File: config.mk
export PLATFORM = sky130hd
export DESIGN_NAME = majority_vote_ctrl_flat
export DESIGN_NICKNAME = d
export VERILOG_FILES = /design/src/rtl/majority_vote_if.sv /design/src/rtl/majority_vote_ctrl.sv /design/src/flat_wrapper.sv
export SDC_FILE = /design/constraint.sdc
export NUM_CORES = 1
export LEC_CHECK = 0
export CORE_AREA = 4 4 41 43
export DETAILED_ROUTE_END_ITERATION = 16
export DIE_AREA = 0 0 45 47
export DONT_BUFFER_PORTS = 1
export GPL_ROUTABILITY_DRIVEN = 0
export HOLD_SLACK_MARGIN = 0.15
export PLACE_DENSITY = 0.58
export SLEW_MARGIN = 10
export SYNTH_ARGS = -nofsm -noshare
export SYNTH_HDL_FRONTEND = slang
export SYNTH_SLANG_ARGS = --single-unit
File: constraint.sdc
create_clock -name clk -period 2.5 [get_ports clk]
set_clock_uncertainty 0.1 [all_clocks]
set_input_delay 0.25 -clock clk [delete_from_list [all_inputs] [get_ports clk]]
set_output_delay 0.25 -clock clk [all_outputs]
set_load 0.005 [all_outputs]
File: src/rtl/majority_vote_if.sv
// majority_vote_if: vote/result handshake bundle between a producer (master) and majority_vote_ctrl (slave)
interface majority_vote_if #(
  parameter int N = 4
);
  localparam int CW = $clog2(N + 1);
  logic start;
  logic vote_valid;
  logic vote_in;
  logic vote_ready;
  logic busy;
  logic res_valid;
  logic res_ready;
  logic majority;
  logic [CW-1:0] ones_count;
  logic timeout_err;
  modport master (
    output start, vote_valid, vote_in, res_ready,
    input  vote_ready, busy, res_valid, majority, ones_count, timeout_err
  );
  modport slave (
    input  start, vote_valid, vote_in, res_ready,
    output vote_ready, busy, res_valid, majority, ones_count, timeout_err
  );
endinterface

File: src/rtl/majority_vote_ctrl.sv
// majority_vote_ctrl: sequential N-vote strict-majority ballot controller; MAJ_TIMEOUT_EN adds an idle timeout in COLLECT
module majority_vote_ctrl #(
  parameter int N       = 4,
  parameter int TIMEOUT = 15
) (
  input  logic           clk,
  input  logic           rst_n,
  majority_vote_if.slave bus
);
  localparam int CW = $clog2(N + 1);
  typedef enum logic [1:0] {IDLE, COLLECT, DONE} state_t;
  state_t        state_q, state_d;
  logic [CW-1:0] cnt_q, cnt_d;
  logic [CW-1:0] idx_q, idx_d;
  logic          maj_q, maj_d;
  logic          tout_q, tout_d;
  logic          acc;
  logic          expire;
  if (N < 1 || N > 255 || TIMEOUT < 1 || TIMEOUT > 65535) begin : g_bad_param
    $error("majority_vote_ctrl: parameter out of range");
  end
  assign acc             = state_q == COLLECT && bus.vote_valid;
  assign bus.vote_ready  = state_q == COLLECT;
  assign bus.busy        = state_q != IDLE;
  assign bus.res_valid   = state_q == DONE;
  assign bus.majority    = maj_q;
  assign bus.ones_count  = cnt_q;
  assign bus.timeout_err = tout_q;
`ifdef MAJ_TIMEOUT_EN
  logic [15:0] tmr_q, tmr_d;
  assign tmr_d  = (state_q != COLLECT || acc) ? '0 : tmr_q + 16'd1;
  assign expire = state_q == COLLECT && !acc && tmr_q + 16'd1 == 16'(TIMEOUT);
  // idle timer: counts COLLECT cycles without an accepted vote
  always_ff @(posedge clk or negedge rst_n)
    if (!rst_n) tmr_q <= '0;
    else        tmr_q <= tmr_d;
`else
  assign expire = 1'b0;
`endif
  // next-state and result computation; an accepted vote always beats timer expiry
  always_comb begin
    state_d = state_q;
    cnt_d   = cnt_q;
    idx_d   = idx_q;
    maj_d   = maj_q;
    tout_d  = tout_q;
    if (state_q == IDLE && bus.start) begin
      state_d = COLLECT;
      cnt_d   = '0;
      idx_d   = '0;
      tout_d  = 1'b0;
    end else if (acc) begin
      cnt_d = cnt_q + CW'(bus.vote_in);
      idx_d = idx_q + 1'b1;
      if (idx_q == CW'(N - 1)) begin
        state_d = DONE;
        maj_d   = cnt_d > CW'(N / 2);
      end
    end else if (expire) begin
      state_d = DONE;
      tout_d  = 1'b1;
      maj_d   = 1'b0;
    end else if (state_q == DONE && bus.res_ready) begin
      state_d = IDLE;
    end
  end
  // ballot state and registered result
  always_ff @(posedge clk or negedge rst_n)
    if (!rst_n) begin
      state_q <= IDLE;
      cnt_q   <= '0;
      idx_q   <= '0;
      maj_q   <= 1'b0;
      tout_q  <= 1'b0;
    end else begin
      state_q <= state_d;
      cnt_q   <= cnt_d;
      idx_q   <= idx_d;
      maj_q   <= maj_d;
      tout_q  <= tout_d;
    end
endmodule

File: src/flat_wrapper.sv
// flat-port wrapper written by rule: the top's interface ports become plain ports
module majority_vote_ctrl_flat 
#(
  parameter int N       = 4,
  parameter int TIMEOUT = 15
)
  (clk, rst_n, bus_start, bus_vote_valid, bus_vote_in, bus_res_ready, bus_vote_ready, bus_busy, bus_res_valid, bus_majority, bus_ones_count, bus_timeout_err);
  majority_vote_if #(.N(N)) bus_i ();
  input  logic clk;
  input  logic rst_n;
  input wire logic [$bits(bus_i.start)-1:0] bus_start;
  input wire logic [$bits(bus_i.vote_valid)-1:0] bus_vote_valid;
  input wire logic [$bits(bus_i.vote_in)-1:0] bus_vote_in;
  input wire logic [$bits(bus_i.res_ready)-1:0] bus_res_ready;
  output wire logic [$bits(bus_i.vote_ready)-1:0] bus_vote_ready;
  output wire logic [$bits(bus_i.busy)-1:0] bus_busy;
  output wire logic [$bits(bus_i.res_valid)-1:0] bus_res_valid;
  output wire logic [$bits(bus_i.majority)-1:0] bus_majority;
  output wire logic [$bits(bus_i.ones_count)-1:0] bus_ones_count;
  output wire logic [$bits(bus_i.timeout_err)-1:0] bus_timeout_err;
  assign bus_i.start = bus_start;
  assign bus_i.vote_valid = bus_vote_valid;
  assign bus_i.vote_in = bus_vote_in;
  assign bus_i.res_ready = bus_res_ready;
  assign bus_vote_ready = bus_i.vote_ready;
  assign bus_busy = bus_i.busy;
  assign bus_res_valid = bus_i.res_valid;
  assign bus_majority = bus_i.majority;
  assign bus_ones_count = bus_i.ones_count;
  assign bus_timeout_err = bus_i.timeout_err;
  majority_vote_ctrl #(.N(N), .TIMEOUT(TIMEOUT)) u_core (.clk(clk), .rst_n(rst_n), .bus(bus_i));
endmodule
==> results of run 1 <==
through the flow:
stage                     area, sq um  setup WS (ps)  hold WS (ps)
after floorplan                   529            948          -146
after global routing              601            575           166
after detailed placement          524            884          -145
after global placement            524            891          -145
after CTS                         601            701           154
final                             601            692           159
metal layers:
metal | wire, microns | vias up | track usage (%)
met4 | 21 | 0 | 10.5
met3 | 80 | 4 | 4.98
met1 | 487 | 187 | 16.0
met2 | 457 | 15 | 16.4
met5 | 0 | - | 0
li1 | - | 195 | -
flip-flops by register name (all words and copies together) (netlist names):
name,cells
u_core.bus.majority,1
u_core.bus.ones_count,3
u_core.idx_q,3
u_core.state_q,2
cell families (layout without fill, tap and decap cells):
family	after synthesis	count (layout)	synth area share (%)
simple gates	11	11	11.1
buf+inv	8	13	7.33
xor+xnor	1	1	1.66
mux	2	2	4.02
fa+ha+maj	4	4	9.46
other cells	1	1	0.709
flops	9	9	42.6
compound gates	17	17	23.2
placed cells by master (no fill, tap or decap):
master / n
clkbuf_4: 3
a22o_1: 9
clkbuf_1: 1
nor2b_1: 3
nand2b_1: 1
dlygate4sd3_1: 5
a21oi_1: 3
inv_1: 4
o21ai_0: 3
dfrtp_1: 9
or2_2: 1
mux2_2: 1
nor2_1: 2
o22ai_1: 1
o21bai_1: 1
mux2i_1: 1
nand2_1: 3
conb_1: 1
nand4b_1: 1
xor2_1: 1
ha_1: 4
power breakdown:
group          switching [W]  internal [W]  total (W)  leakage [nW]
logic               0.000115      0.000165   0.000280         0.162
registers          0.0000904      0.000211   0.000301         0.114
clock network      0.0000530     0.0000617   0.000115        0.0150
how the worst max path moves through the flow:
stage                                                    start                                    to  slack, ps  cells past startpoint
after floorplan           u_core.bus.ones_count[0]$_DFFE_PN0P_  u_core.bus.ones_count[2]$_DFFE_PN0P_        950                      5
after global placement    u_core.bus.ones_count[0]$_DFFE_PN0P_  u_core.bus.ones_count[2]$_DFFE_PN0P_        890                      5
after detailed placement  u_core.bus.ones_count[0]$_DFFE_PN0P_  u_core.bus.ones_count[2]$_DFFE_PN0P_        880                      5
after CTS                          u_core.idx_q[0]$_DFFE_PN0P_         u_core.state_q[0]$_DFFE_PN0P_        700                      6
after global routing               u_core.idx_q[0]$_DFFE_PN0P_         u_core.state_q[0]$_DFFE_PN0P_        580                      6
final                              u_core.idx_q[0]$_DFFE_PN0P_         u_core.state_q[1]$_DFFE_PN0P_        690                      5
layout make-up:
cell class | instances | area (sq um)
clock buffers | 4 | 26.3
fillers | 138 | 701
inverters | 4 | 15.0
multi-input cells | 36 | 265
flip-flops and latches | 9 | 225
well taps | 15 | 18.8
repair buffers | 5 | 50.0
==> impl_metrics.ini, run 1 <==
[run_status]
status = completed

[cts]
numCtsBuffers = 3
htree_levels = 1
clkLatencyLatePin_ps = 260
cts_resized = 0
cts.sinks = 9
cts-root-buf = clkbuf_4
post_cts_buffers = 0
cts_tree = done
clkTransAtPathRegs_ps = 60
cts_buffer_depth = 2
cts-hold-fix-buffers = 5

[yosys]
ys_ff_latch = 9
synthesis.nets = 63
async_reset_ff_share_pct = 100
synth_area_leaders = dfrtp_1 (43%), a22o_1 (15%), ha_1 (9.5%)
synth_cells = 53
seq_area_frac_synth_pct = 42.6
netlist_area_sq_um = 529
dominantRegCellSynth = dfrtp_1
synth_top_area_share_pct = 42.6
syn_avg_cell_area_sq_um = 9.99
synth_top_area_cell = dfrtp_1
synth_common_cells = a22o_1 (9), dfrtp_1 (9), ha_1 (4), inv_1 (4)
yosysUniqueCellTypes = 21
yosys_warnings = 0
synth_edf_count = 0

[global_routing]
first_global_vias = 411
grt_usage_pct = 12.6
grt_max_degree = 14
grt_first_pass_wirelength_mm = 1.78
antenna_found_initial = 0
overflow = 0

[floorplanning]
io_pins = 14
core_sq_um = 1300
die_h_microns = 47
placementRows = 13
start_util_pct = 40.7
die_area_sq_um = 2120
die_w_microns = 45

[detailed_routing]
via_count = 401
wl_mm = 1.05
drc_errors = 0
ant_nets = 0
wire_per_inst_microns = 14.3
first_pass_iters = 4
drt-initial-drc-count = 1
viasPerCell = 5.49

[worst_setup_path]
crit_family = buffers and inverters
cp.required_ps = 2550
r2r-start = u_core.idx_q[0]$_DFFE_PN0P_
critPathBufInv = 1
path_cells = ha_1 -> ha_1 -> a21oi_1 -> nor2_1 -> dlygate4sd3_1
worstReg2RegEnd = u_core.state_q[1]$_DFFE_PN0P_
crit_slowest_cell = dlygate4sd3_1
cp-start-kind = register
slowest_delay_ps = 550
crit_top_cell = ha_1
rrSetupSlack_ps = 690
critPathKind = reg -> reg
crit_path_end_kind = register
crit_fanout = 3
cp.arrival_ps = 1850
r2r_cells = 5

[finish]
nNetsFinal = 69
post_route_cells_drive_above_1_share_pct = 8.62
stdcell_count = 73
fin_util_pct = 46.2
syn_to_final_growth_pct = 13.5
diodes = 0

[pwr]
peakVddDrop_mv = 0.445
power_density_nw_per_um2 = 1160
power_w = 0.000696
cellLeakagePower_nw = 0.291

[timing]
final-hold-violation-count = 0
slew_violations = 0
fmax_mhz = 553
fin_setup_tns_ps = 0
fin_crit_ps = 1810
grt_setup_unrepaired = no
relSlewSlack_pct = 65.3
final-setup-viol-count = 0
worst_slew_pin_slew_ps = 519
min_period_over_period_pct = 72.3

[worst_hold_path]
hold_path_end = u_core.idx_q[2]$_DFFE_PN0P_
worstHoldPathCells = 2
min_from = bus_vote_valid
hp-class = in -> reg

[flow_run]
maxCapViolCount = 0

[placement]
dp.cells = 64
dpl.hpwl_microns = 693
port_buffers = 0
(Power assumes the default switching activity.)
==> run 2, diff against run 1 <==
--- a/config.mk
+++ b/config.mk
@@ -11,7 +11,7 @@
 export DONT_BUFFER_PORTS = 1
 export GPL_ROUTABILITY_DRIVEN = 0
 export HOLD_SLACK_MARGIN = 0.15
-export PLACE_DENSITY = 0.58
+export PLACE_DENSITY = 0.6
 export SLEW_MARGIN = 10
 export SYNTH_ARGS = -nofsm -noshare
 export SYNTH_HDL_FRONTEND = slang
==> constraint.sdc (replaced) <==
create_clock -name clk -period 1.5 [get_ports clk]
set_clock_uncertainty 0.1 [all_clocks]
set_input_delay 0.15 -clock clk [delete_from_list [all_inputs] [get_ports clk]]
set_output_delay 0.15 -clock clk [all_outputs]
set_load 0.005 [all_outputs]
==> impl_metrics.ini, run 2 (synthesized netlist as in run 1, its figures left out) <==
[cts]
numCtsBuffers = 3
clkTransAtPathRegs_ps = 60
cts_buffer_depth = 2
clkLatencyLatePin_ps = 260
cts-root-buf = clkbuf_4
cts_tree = done
cts.sinks = 9
htree_levels = 1

[timing]
min_period_over_period_pct = 97.9
final-hold-violation-count = 0
fin_crit_ps = 1470
final-setup-viol-count = 0
slew_violations = 0
fmax_mhz = 681
grt_setup_unrepaired = yes
whs_ps = 125
fin_ws_ps = 31.9

[detailed_routing]
first_pass_iters = 2
drc_errors = 0
wire_per_inst_microns = 14.0
viasPerCell = 5.44
ant_nets = 0
via_count = 424
wl_mm = 1.09
drt-initial-drc-count = 9

[worst_setup_path]
path_cells = ha_2 -> ha_4 -> nand2_2 -> mux2_4 -> a22o_1
slowest_delay_ps = 380
critPathKind = reg -> reg
crit_family = flip-flops
crit_fanout = 2
cp.arrival_ps = 1520
crit_slowest_cell = dfrtp_1
worstReg2RegEnd = u_core.bus.ones_count[2]$_DFFE_PN0P_
rrSetupSlack_ps = 30
cp-start-kind = register
crit_path_end_kind = register
cp.required_ps = 1550
critPathBufInv = 0
r2r-start = u_core.bus.ones_count[0]$_DFFE_PN0P_
r2r_cells = 5

[pwr]
cellLeakagePower_nw = 0.318
power_density_nw_per_um2 = 1930
peakVddDrop_mv = 0.739

[global_routing]
antenna_found_initial = 0
grt_usage_pct = 12.4
grt_first_pass_wirelength_mm = 1.83
first_global_vias = 425
overflow = 0
grt_max_degree = 10

[floorplanning]
die_area_sq_um = 2120
die_w_microns = 45
placementRows = 13
io_pins = 14
core_sq_um = 1300
start_util_pct = 40.7
die_h_microns = 47

[placement]
dpl.hpwl_microns = 762
post-place-ws_ps = 30.9
port_buffers = 0

[finish]
post_route_cells_drive_above_1_share_pct = 22.2
seqCellArea_sq_um = 225
fill_cells = 133
fin_util_pct = 50.5
multi_input_area_sq_um = 287
diodes = 0
final_cell_mix = a22o_1 (9), dfrtp_1 (9), buf_4 (6)
nNetsFinal = 74
syn_to_final_growth_pct = 24.1

[worst_hold_path]
worstHoldPathCells = 3
hp-class = in -> reg
min_from = bus_vote_in
hold_path_end = u_core.bus.majority$_DFFE_PN0P_

[flow_run]
maxCapViolCount = 0

[run_status]
status = completed
run 2: cell types whose count changed in the layout (fill, tap and decap cells not counted), sizes merged:
cell / previous run / this run
dlygate4sd3: 5 / 4
buf: 0 / 6
run 2: how the worst max path moves through the flow:
| stage | end | start | slack (ps) | cells past startpoint |
|---|---|---|---|---|
| after floorplan | u_core.bus.ones_count[2]$_DFFE_PN0P_ | u_core.bus.ones_count[0]$_DFFE_PN0P_ | 4 | 5 |
| after global placement | u_core.bus.ones_count[2]$_DFFE_PN0P_ | u_core.bus.ones_count[0]$_DFFE_PN0P_ | 40 | 5 |
| final | u_core.bus.ones_count[2]$_DFFE_PN0P_ | u_core.bus.ones_count[0]$_DFFE_PN0P_ | 30 | 5 |
| after CTS | u_core.bus.ones_count[2]$_DFFE_PN0P_ | u_core.bus.ones_count[0]$_DFFE_PN0P_ | 20 | 5 |
| after detailed placement | u_core.bus.ones_count[2]$_DFFE_PN0P_ | u_core.bus.ones_count[0]$_DFFE_PN0P_ | 30 | 5 |
| after global routing | u_core.bus.ones_count[2]$_DFFE_PN0P_ | u_core.bus.ones_count[0]$_DFFE_PN0P_ | -10 | 5 |
run 2: power breakdown:
part | internal [W] | switching [W] | total, W
combinational | 0.000348 | 0.000266 | 0.000615
clock | 0.000103 | 0.0000853 | 0.000188
sequential | 0.000352 | 0.000111 | 0.000463
total | 0.000803 | 0.000462 | 0.00127
run 2: per-layer routing:
layer / wire length [microns] / up-vias / track usage, %
met5: 0 / - / 0
met3: 101 / 2 / 6.51
met4: 8 / 0 / 7.02
li1: - / 207 / -
met2: 502 / 17 / 18.1
met1: 480 / 198 / 14.5
run 2: stage by stage:
stage          setup TNS, ps  power [W]  instances  area, sq um
2_1_floorplan              0   0.000855         53          534
3_3_place_gp               0    0.00103         70          574
3_5_place_dp               0    0.00104         70          574
4_1_cts                    0    0.00124         78          641
5_1_grt                -12.1    0.00140         78          657
6_report                   0    0.00127         78          657
run 2: layout make-up:
| class | instances | area share (%) |
|---|---|---|
| clock buffer | 4 | 4.00 |
| inverter | 4 | 2.29 |
| tap | 15 | 2.86 |
| multi-input combinational | 36 | 43.6 |
| timing repair buffer | 10 | 13.0 |
| sequential | 9 | 34.3 |
run 2: what timing repair did:
action | 4_1_cts | 5_1_grt
gates resized for setup | 0 | 4
buffers inserted | 0 | 0
endpoints found under the hold margin | 18 | 0
hold buffers | 4 | 0
endpoints found under the setup margin | 0 | 2
run 2: worst reg2reg max path: stages, from the launching register on:
cell and delay (ps):
dfrtp_1 380, ha_2 200, ha_4 160, nand2_2 60, mux2_4 300, a22o_1 170
==> run 3, diff against run 2 <==
--- a/config.mk
+++ b/config.mk
@@ -5,14 +5,14 @@
 export SDC_FILE = /design/constraint.sdc
 export NUM_CORES = 1
 export LEC_CHECK = 0
-export CORE_AREA = 4 4 41 43
+export CORE_MARGIN = 4
+export CORE_UTILIZATION = 26
 export DETAILED_ROUTE_END_ITERATION = 16
-export DIE_AREA = 0 0 45 47
 export DONT_BUFFER_PORTS = 1
 export GPL_ROUTABILITY_DRIVEN = 0
 export HOLD_SLACK_MARGIN = 0.15
-export PLACE_DENSITY = 0.6
-export SLEW_MARGIN = 10
+export PLACE_DENSITY = 0.45
+export SLEW_MARGIN = 20
 export SYNTH_ARGS = -nofsm -noshare
 export SYNTH_HDL_FRONTEND = slang
 export SYNTH_SLANG_ARGS = --single-unit
==> impl_metrics.ini, run 3 (synthesized netlist as in run 1, its figures left out) <==
[run_status]
status = completed

[timing]
fin_ws_ps = 42.4
slew_violations = 0
grt_setup_unrepaired = yes
whs_ps = 151
min_period_over_period_pct = 97.2
final-hold-violation-count = 0
fmax_mhz = 686
fin_crit_ps = 1460
final-setup-viol-count = 0

[floorplanning]
io_pins = 14
core_sq_um = 1940
die_area_sq_um = 2820
start_util_pct = 27.3
die_w_microns = 53.1
die_h_microns = 53.1
placementRows = 16

[cts]
cts_buffer_depth = 2
cts.sinks = 9
clkLatencyLatePin_ps = 260
numCtsBuffers = 3
cts_tree = done
clkTransAtPathRegs_ps = 70
htree_levels = 1
cts-root-buf = clkbuf_4

[placement]
port_buffers = 0
dp.cells = 83
dpl_cell_area_sq_um = 597
dpl.hpwl_microns = 834
post-place-ws_ps = 34.0

[finish]
multi_input_area_sq_um = 274
nNetsFinal = 75
fin_util_pct = 34.3
final_area_sq_um = 667
post_route_cells_drive_above_1_share_pct = 21.9
diodes = 0
seqCellArea_sq_um = 225
fill_cells = 212
syn_to_final_growth_pct = 26.0
final_cell_mix = a22o_1 (9), dfrtp_1 (9), buf_4 (7)
stdcell_count = 91

[worst_setup_path]
cp.arrival_ps = 1510
cp.required_ps = 1550
crit_fanout = 2
crit_path_end_kind = register
critPathKind = reg -> reg
cp-start-kind = register
r2r_cells = 5

[pwr]
cellLeakagePower_nw = 0.321
peakVddDrop_mv = 0.650
power_density_nw_per_um2 = 1890

[global_routing]
grt_first_pass_wirelength_mm = 2.00
antenna_found_initial = 0
overflow = 0
grt_usage_pct = 10.5
first_global_vias = 437
grt_max_degree = 10

[worst_hold_path]
worstHoldPathCells = 3
hp-class = in -> reg

[detailed_routing]
ant_nets = 0
first_pass_iters = 4
via_count = 410
drc_errors = 0
drt-initial-drc-count = 3
viasPerCell = 4.51
wl_mm = 1.15
wire_per_inst_microns = 12.6

[flow_run]
maxCapViolCount = 0
-- run 3: cell count changes in the layout (fill, tap and decap cells not counted), sizes merged --
cell and change:
buf +1
-- run 3: report_power, final --
part	internal [W]	leakage (nW)	switching [W]	total, W
sequential	0.000352	0.114	0.0000834	0.000435
combinational	0.000351	0.192	0.000285	0.000636
clock	0.000103	0.0150	0.0000887	0.000191
-- run 3: timing repair --
item,in CTS,in global routing
resized for setup,0,2
endpoints found under the hold margin,18,0
hold buffers,4,0
buffers inserted,0,0
endpoints found under the setup margin,0,2
-- run 3: layout make-up --
class                           instances  area share, %
Clock buffer                            4           3.94
Inverter                                4           2.25
Multi-Input combinational cell         36           41.1
Sequential cell                         9           33.8
Tap cell                               27           5.07
Timing Repair Buffer                   11           13.9
-- run 3: stage by stage --
stage,power (W),TNS [ps]
2_1_floorplan,0.000855,0
3_3_place_gp,0.00106,0
3_5_place_dp,0.00106,0
4_1_cts,0.00128,0
5_1_grt,0.00140,-17.4
6_report,0.00126,0
-- run 3: worst paths after layout --
kind | from | endpoint | slack (ps)
max | u_core.bus.ones_count[0]$_DFFE_PN0P_ | u_core.bus.ones_count[2]$_DFFE_PN0P_ | 40
min | bus_vote_in | u_core.bus.majority$_DFFE_PN0P_ | 150
max reg2reg | u_core.bus.ones_count[0]$_DFFE_PN0P_ | u_core.bus.ones_count[2]$_DFFE_PN0P_ | 40
min reg2reg | u_core.idx_q[2]$_DFFE_PN0P_ | u_core.idx_q[2]$_DFFE_PN0P_ | 410
max in group asynchronous | rst_n | u_core.idx_q[0]$_DFFE_PN0P_ | 820
min in group asynchronous | rst_n | u_core.bus.ones_count[2]$_DFFE_PN0P_ | 170
-- run 3: routing by layer --
| metal | global-route usage [%] | part of all wire [%] | vias up |
|---|---|---|---|
| met5 | 0 | 0 | - |
| met4 | 8.94 | 2.4 | 0 |
| met3 | 3.10 | 6.4 | 2 |
| met2 | 13.2 | 39 | 12 |
| met1 | 14.0 | 52 | 187 |
| li1 | - | - | 209 |
-- run 3: critical path: stages, from the launching register on --
cell and delay (ps):
dfrtp_1 380, ha_2 170, ha_2 170, nand2_1 70, mux2_4 300, a22o_1 170
